File: src/rtl/ctr_sched_pkg.sv
// Shared defaults and types for the round-robin counter scheduler.
package ctr_sched_pkg;
    localparam int NUM_CH_DEF = 4;
    localparam int CNT_W_DEF  = 3;

    typedef logic [CNT_W_DEF-1:0]          cnt_t;
    typedef logic [$clog2(NUM_CH_DEF)-1:0] ptr_t;
endpackage

File: src/rtl/ctr_sched_rr_arbiter.sv
// Round-robin arbiter: grants the first effective request at or after ptr.
// Owns the rotating priority pointer.
module rr_arbiter #(
    parameter int N = 4
) (
    input  logic         clk,
    input  logic         rst_n,
    input  logic [N-1:0] ereq,
    input  logic         advance,
    output logic [N-1:0] gnt
);
    localparam int PW = (N > 1) ? $clog2(N) : 1;

    logic [PW-1:0] ptr;
    logic [PW-1:0] idx;
    logic [PW-1:0] gnt_idx;
    logic [PW-1:0] next_ptr;
    logic [PW:0]   sum;
    logic [PW:0]   inc;
    logic          found;

    // Walk the channels in priority order ptr, ptr+1, ... modulo N.
    always_comb begin
        gnt     = '0;
        gnt_idx = '0;
        found   = 1'b0;
        sum     = '0;
        idx     = '0;
        for (int unsigned k = 0; k < N; k++) begin
            sum = {1'b0, ptr} + (PW+1)'(k);
            if (sum >= (PW+1)'(N))
                sum = sum - (PW+1)'(N);
            idx = sum[PW-1:0];
            if (!found && ereq[idx]) begin
                found   = 1'b1;
                gnt_idx = idx;
            end
        end
        if (found && rst_n)
            gnt[gnt_idx] = 1'b1;
    end

    always_comb begin
        inc = {1'b0, gnt_idx} + (PW+1)'(1);
        if (inc >= (PW+1)'(N))
            next_ptr = '0;
        else
            next_ptr = inc[PW-1:0];
    end

    always_ff @(posedge clk) begin
        if (!rst_n)
            ptr <= '0;
        else if (advance)
            ptr <= next_ptr;
    end
endmodule

File: src/rtl/ctr_sched.sv
// Shares one count-increment path among NUM_CH channels via round-robin grants,
// with per-channel clear and a one-cycle wrap pulse.
module ctr_sched
    import ctr_sched_pkg::*;
#(
    parameter int NUM_CH = NUM_CH_DEF,
    parameter int CNT_W  = CNT_W_DEF
) (
    input  logic                    clk,
    input  logic                    rst_n,
    input  logic [NUM_CH-1:0]       req,
    input  logic [NUM_CH-1:0]       clr,
    output logic [NUM_CH-1:0]       gnt,
    output logic [NUM_CH*CNT_W-1:0] cnt,
    output logic [NUM_CH-1:0]       wrap,
    output logic                    busy
);
    logic [NUM_CH-1:0] ereq;
    logic [NUM_CH-1:0] xfer;

    assign ereq = req & ~clr;
    assign busy = |ereq;
    assign xfer = req & gnt;

    rr_arbiter #(.N(NUM_CH)) u_arb (
        .clk     (clk),
        .rst_n   (rst_n),
        .ereq    (ereq),
        .advance (|xfer),
        .gnt     (gnt)
    );

    for (genvar i = 0; i < NUM_CH; i++) begin : g_ch
        logic [CNT_W-1:0] count;
        logic             wrap_q;

        // Clear wins over a same-cycle increment and suppresses the wrap pulse.
        always_ff @(posedge clk) begin
            if (!rst_n) begin
                count  <= '0;
                wrap_q <= 1'b0;
            end else begin
                wrap_q <= 1'b0;
                if (clr[i]) begin
                    count <= '0;
                end else if (xfer[i]) begin
                    count  <= count + CNT_W'(1);
                    wrap_q <= &count;
                end
            end
        end

        assign cnt[i*CNT_W +: CNT_W] = count;
        assign wrap[i]               = wrap_q;
    end
endmodule

File: config.mk
export PLATFORM = sky130hd
export DESIGN_NAME = ctr_sched
export DESIGN_NICKNAME = d
export VERILOG_FILES = /design/src/rtl/ctr_sched_pkg.sv /design/src/rtl/ctr_sched_rr_arbiter.sv /design/src/rtl/ctr_sched.sv
export SDC_FILE = /design/constraint.sdc
export NUM_CORES = 1
export LEC_CHECK = 0
export BUFFER_PORTS_ARGS = -buffer_cell sky130_fd_sc_hd__clkbuf_2
export CAP_MARGIN = 20
export CORE_UTILIZATION = 54
export DETAILED_ROUTE_END_ITERATION = 10
export PLACE_DENSITY_LB_ADDON = 0.05
export SYNTH_ARGS = -nofsm -noshare
export SYNTH_HDL_FRONTEND = slang
export SYNTH_SLANG_ARGS = --single-unit
File: constraint.sdc
create_clock -name clk -period 5.6 [get_ports clk]
set_input_delay 0.28 -clock clk [delete_from_list [all_inputs] [get_ports clk]]
set_output_delay 0.28 -clock clk [all_outputs]
set_load 0.01 [all_outputs]
==> results of run 1 <==
-- flip-flops by register name, indices dropped and copies added, names as in the netlist --
signal / count
g_ch.count: 12
g_ch.wrap_q: 4
u_arb.ptr: 2
-- cell families (layout without fill, tap and decap cells) --
group | after synthesis | in the layout | share of synthesized area (%)
flops | 18 | 18 | 33.33
buf+inv | 8 | 36 | 5.556
compound gates | 37 | 37 | 22.22
fa+ha+maj | 12 | 12 | 13.89
simple gates | 41 | 41 | 25.00
-- layout make-up --
| type | instances | area, sq um |
|---|---|---|
| Fill cell | 170 | 555.5 |
| Clock buffer | 4 | 36.28 |
| Sequential cell | 18 | 360.3 |
| Timing Repair Buffer | 30 | 150.1 |
| Multi-Input combinational cell | 90 | 660.6 |
| Tap cell | 25 | 31.28 |
| Inverter | 2 | 7.507 |
-- report_power, final --
part	switching [mW]	total [mW]	internal, mW
sequential	0.00344	0.134	0.131
combinational	0.0322	0.0540	0.0218
clock	0.0423	0.0820	0.0397
-- metal layers --
metal	routed length (um)	track usage (%)
met5	0	0
met4	28	8.571
met3	99	3.462
met2	1081	36.11
met1	965	26.48
-- critical path, cell delays in order (launching register included) --
cell      delay (ps)
dfxtp_1          460
and3b_1          210
o21ai_0           80
a21oi_1          170
o21bai_1         160
ha_1             270
and2_4           170
clkbuf_2         120
-- cells in the final DEF, fill, tap and decap left out, types with 2 or more instances in the layout --
master     n
and2b_4    3
ha_1      12
o21ai_0    3
nand2_1    6
and2_4     4
inv_1      2
o21bai_1   2
and3_1     5
dfxtp_1   18
clkbuf_4   3
or3_1      4
nand4_1    9
o21ai_1   10
a21oi_1   15
nand2b_1   5
clkbuf_2  30
-- path summary, 6_finish.rpt --
check | cells after the start | endpoint
worst min register to register | 2 | g_ch[0].count[1]
worst max-delay path | 7 | gnt[0]
worst min-delay path | 3 | g_ch[3].count[1]
worst max register to register | 9 | u_arb.ptr[1]
-- through the flow --
stage | util (%) | cell area, sq um | hold WS (ps) | std cells
after floorplan | - | 1081 | 421.5 | 116
after global placement | 67.15 | 1210 | 487.9 | 165
after detailed placement | 67.15 | 1210 | 494.6 | 165
after CTS | 69.17 | 1246 | 257.4 | 169
after global routing | 69.17 | 1246 | 259.3 | 169
final | 69.17 | 1246 | 260.7 | 169
-- cell usage after synthesis (2+ instances only) --
master     n
a21oi_1   15
and2_4     4
and2b_4    3
and3_1     5
buf_4      4
buf_6      2
dfxtp_1   18
ha_1      12
inv_1      2
nand2_1    6
nand2b_1   5
nand4_1    9
o21ai_0    3
o21ai_1   10
o21bai_1   2
or3_1      4
==> impl_metrics.toml, run 1 <==
[yosys]
ys_seq_area_share_pct = 33.33
ys_seq_elements = 18
synth_top_area_share_pct = 33.33
post-synth-top-area-cell = "dfxtp_1"
syn_avg_cell_area_sq_um = 9.319
async_flop_share_pct = 0
netlist_area_sq_um = 1081
synth-edff-count = 0
ys_top_cells_by_area = "dfxtp_1 (33%), ha_1 (14%), a21oi_1 (6.9%), nand4_1 (5.2%), o21ai_1 (4.6%)"
ys_types = 28
ys.flop_type = "dfxtp_1"
netlist_instances = 116
syn-num-nets = 138
synth_warnings = 0

[job]
drv_cap = 0

[hold_path]
min-delay-start = "req[3]"
hp-class = "in2reg"

[layout]
fin_nets = 167
diodes = 0
area_growth_pct = 15.28
drive_gt1_share_pct = 31.25

[routing]
drtAntennaViolNets = 0
drt-wirelength-per-cell_um = 12.86
dr.first_iter.drc_count = 20
first_pass_iters = 4
drc_errors = 0
wirelength_um = 2174
routed_via_density = 5.722
dr_total_vias = 967

[clocking]
clock-sinks = 18
cts_root_buf = "clkbuf_4"
cts_max_path_buffers = 2
ctsResizeCount = 0
clk-insertion-delay-late_ps = 300
cts_hold_buf = 0
htree_num_levels = 1
cts_tree = "done"
clk_pin_slew_ps = 110
cts_setup_buffers = 0
cts_buffers = 3

[pwr]
total_leakage_power_nw = 0.5945
vdd_drop_max_mv = 0.1682
p_per_area_nw_per_um2 = 216.7
power.total_mw = 0.2700

[sta]
finalSetupViolCount = 0
max_freq_mhz = 452.3
post-route-period-util_pct = 39.48
period_needed_ps = 2211
rsz0062_at_grt = "false"
relSlewSlack_pct = 47.75
setup_tns_ps = 0
hold_viol_final = 0
slew_viol_final = 0
fin_skew_ps = 9.748
finalWorstSetupSlack_ps = 3389
worst_slew_pin_slew_ps = 781.1

[status]
status = "complete, no violations"

[critical_path]
r2r_start = "u_arb.ptr[1]"
critPathLaunch = "u_arb.ptr[1]"
endpoint_kind = "primary output"
required_ps = 5320
worstSetupPathType = "reg2out"
rrSetupSlack_ps = 3410
cp-start-kind = "flip-flop"
critPathArrivalTime_ps = 1930
cp_max_fo = 7

[place]
hpwl_um = 1693
globalplace.congestion = 0.7766
preCtsSetupSlack_ps = 3286
port_buffers = 30

[global_routing]
grt_usage_pct = 21.14
antenna_found_initial = 0
grt_start_max_net_pins = 17
grt_pass1_vias = 775
grt_first_pass_wirelength_um = 3263
overflow = 0

[die]
dieArea_sq_um = 2185
core_sq_um = 1802
dieHeight_um = 46.74
row_count = 15
boundaryPins = 31
fp.dieW_um = 46.74
start_util_pct = 60.00
Note: power is estimated with default switching activity, not from simulation.
==> inputs of run 2 (changes only) <==
ABC_AREA = 1   (was default)
CORE_UTILIZATION = 52   (was 54)
clock period = 2.2 ns   (was 5.6 ns; I/O delays follow)
==> impl_metrics.toml, run 2 <==
[yosys]
async_flop_share_pct = 0
post-synth-top-area-cell = "dfxtp_1"
netlist_area_sq_um = 1184
ys_seq_elements = 18
synth_top_area_share_pct = 30.44
yosysMostFrequentCell = "nand2_1"
synthTopCellsByCount = "nand2_1 (39), nand3_1 (22), dfxtp_1 (18)"
synth_warnings = 0
ys_seq_area_share_pct = 30.44
ys_types = 24
ys_top_cells_by_area = "dfxtp_1 (30%), ha_1 (13%), nand2_1 (12%), nand3_1 (9.3%), inv_1 (4.8%)"
netlist_instances = 164
ys.flop_type = "dfxtp_1"
synth-edff-count = 0
syn_avg_cell_area_sq_um = 7.217
syn-num-nets = 186

[sta]
rsz0062_at_grt = "true"
finalWorstSetupSlack_ps = -64.23
finalSetupViolCount = 12
slew_viol_final = 0
worst_slew_pin_slew_ps = 402.0
post-route-period-util_pct = 102.9
hold_viol_final = 0
max_freq_mhz = 441.7
fin_hold_ws_ps = 25.50
fin_skew_ps = 2.871
relSlewSlack_pct = 73.14
setup_tns_ps = -385.3
period_needed_ps = 2264

[critical_path]
endpoint_kind = "flip-flop"
cp_slowest_cell = "dfxtp_4"
worstSetupPathType = "reg2reg"
crit_family = "simple AND/OR/NAND/NOR gates"
timing.rr.end = "u_arb.ptr[1]"
crit_top_cell = "buf_4"
r2r_start = "u_arb.ptr[0]"
crit_buf_inv = 4
worstRegToRegCells = 15
path_cells = "buf_4 > nand3_4 > nand3_4 > buf_4 > nand4_1 > nand3_2 > buf_4 > o21ai_2 > ha_2 > nand4_1 > nand2_2 > inv_1 > nand2_2 > nor2_1 > nor2_1"
critPathArrivalTime_ps = 2490
cp_max_fo = 7
rrSetupSlack_ps = -60
required_ps = 2420
cp-start-kind = "flip-flop"
critPathMaxStageDelay_ps = 400

[place]
port_buffers = 30
globalplace.congestion = 0.9313
preCtsSetupSlack_ps = -149.6
hpwl_um = 2244
placedCellCount = 225
place_area_sq_um = 1396

[routing]
first_pass_iters = 4
dr.first_iter.drc_count = 63
drt-wirelength-per-cell_um = 15.32
routed_via_density = 5.594
dr_total_vias = 1365
drc_errors = 0
drtAntennaViolNets = 0
wirelength_um = 3738

[hold_path]
hp-class = "in2reg"
holdPathStages = 2
min_to = "g_ch[1].wrap_q"
min-delay-start = "clr[1]"

[layout]
top_regs = "g_ch.count x12, g_ch.wrap_q x4, u_arb.ptr x2"
fin_nets = 240
final_cell_mix = "clkbuf_2 (26), nand2_1 (23), nand2_2 (22)"
regMostFlops = "g_ch.count"
largest_reg_flops = 12
num-fill-cells = 114
multi_input_area_sq_um = 893.4
utilization_pct = 86.89
seq_area_sq_um = 367.9
drive_gt1_share_pct = 56.22
stdcell_count = 244
final_cell_area_sq_um = 1774
diodes = 0
area_growth_pct = 49.89
final_common_cell = "clkbuf_2"

[clocking]
cts_buffers = 3
clk-insertion-delay-late_ps = 300
cts_root_buf = "clkbuf_4"
clk_pin_slew_ps = 100
cts_tree = "done"
cts_max_path_buffers = 2
htree_num_levels = 1
clock-sinks = 18

[pwr]
total_leakage_power_nw = 0.8334
vdd_drop_max_mv = 0.9347
p_per_area_nw_per_um2 = 1078
power.total_mw = 1.912

[die]
fp.dieW_um = 49.71
start_util_pct = 57.97
dieHeight_um = 49.71
boundaryPins = 31
core_sq_um = 2042
row_count = 16
dieArea_sq_um = 2471

[global_routing]
grt_pass1_vias = 1309
overflow = 0
antenna_found_initial = 0
grt_start_max_net_pins = 11
grt_first_pass_wirelength_um = 5292
grt_usage_pct = 28.05

[status]
status = "finished with violations"
violations = "negative setup slack"

[job]
drv_cap = 0
run 2: repair_timing:
item | 4_1_cts | 5_1_grt
gates resized for setup | 30 | 43
setup endpoints to repair | 21 | 22
pin swaps | 19 | 16
hold buffers | 3 | 0
hold endpoints to repair | 3 | 0
setup buffers | 12 | 2
run 2: kinds of logic (layout without fill, tap and decap cells):
family,count (synthesis),count (layout),synth area share (%)
flops,18,18,30.44
buf+inv,23,76,9.513
xor+xnor,1,1,0.7401
fa+ha+maj,12,12,12.68
simple gates,95,95,39.64
compound gates,15,15,6.977
run 2: worst max-delay path by stage:
| stage | end | slack [ps] | start | cells past startpoint |
|---|---|---|---|---|
| floorplan | u_arb.ptr[1] | 140 | u_arb.ptr[0] | 16 |
| global route | u_arb.ptr[1] | -230 | u_arb.ptr[0] | 16 |
| finish | u_arb.ptr[1] | -60 | u_arb.ptr[0] | 15 |
| detailed placement | u_arb.ptr[1] | -150 | u_arb.ptr[0] | 17 |
| CTS | gnt[2] | -50 | u_arb.ptr[0] | 13 |
| global placement | u_arb.ptr[1] | -60 | u_arb.ptr[0] | 17 |
run 2: where the power goes:
part / total (mW) / internal [mW] / switching, mW
clock: 0.207 / 0.101 / 0.106
sequential: 0.405 / 0.359 / 0.0460
combinational: 1.30 / 0.571 / 0.729
run 2: area by class of cell:
| cell class | count | area share, % |
|---|---|---|
| clock buffer | 4 | 2.045 |
| multi-input combinational | 123 | 50.35 |
| timing repair buffer | 55 | 20.94 |
| sequential | 18 | 20.73 |
| inverter | 17 | 4.020 |
| tap | 27 | 1.904 |
run 2: layer usage:
metal  routed length [um]  global-route usage [%]  up-vias
met5                    0                       0        -
met4                   99                   14.29        0
met3                  217                   4.630       14
met1                 1512                   30.89      645
met2                 1909                   50.90       65
li1                     -                       -      641
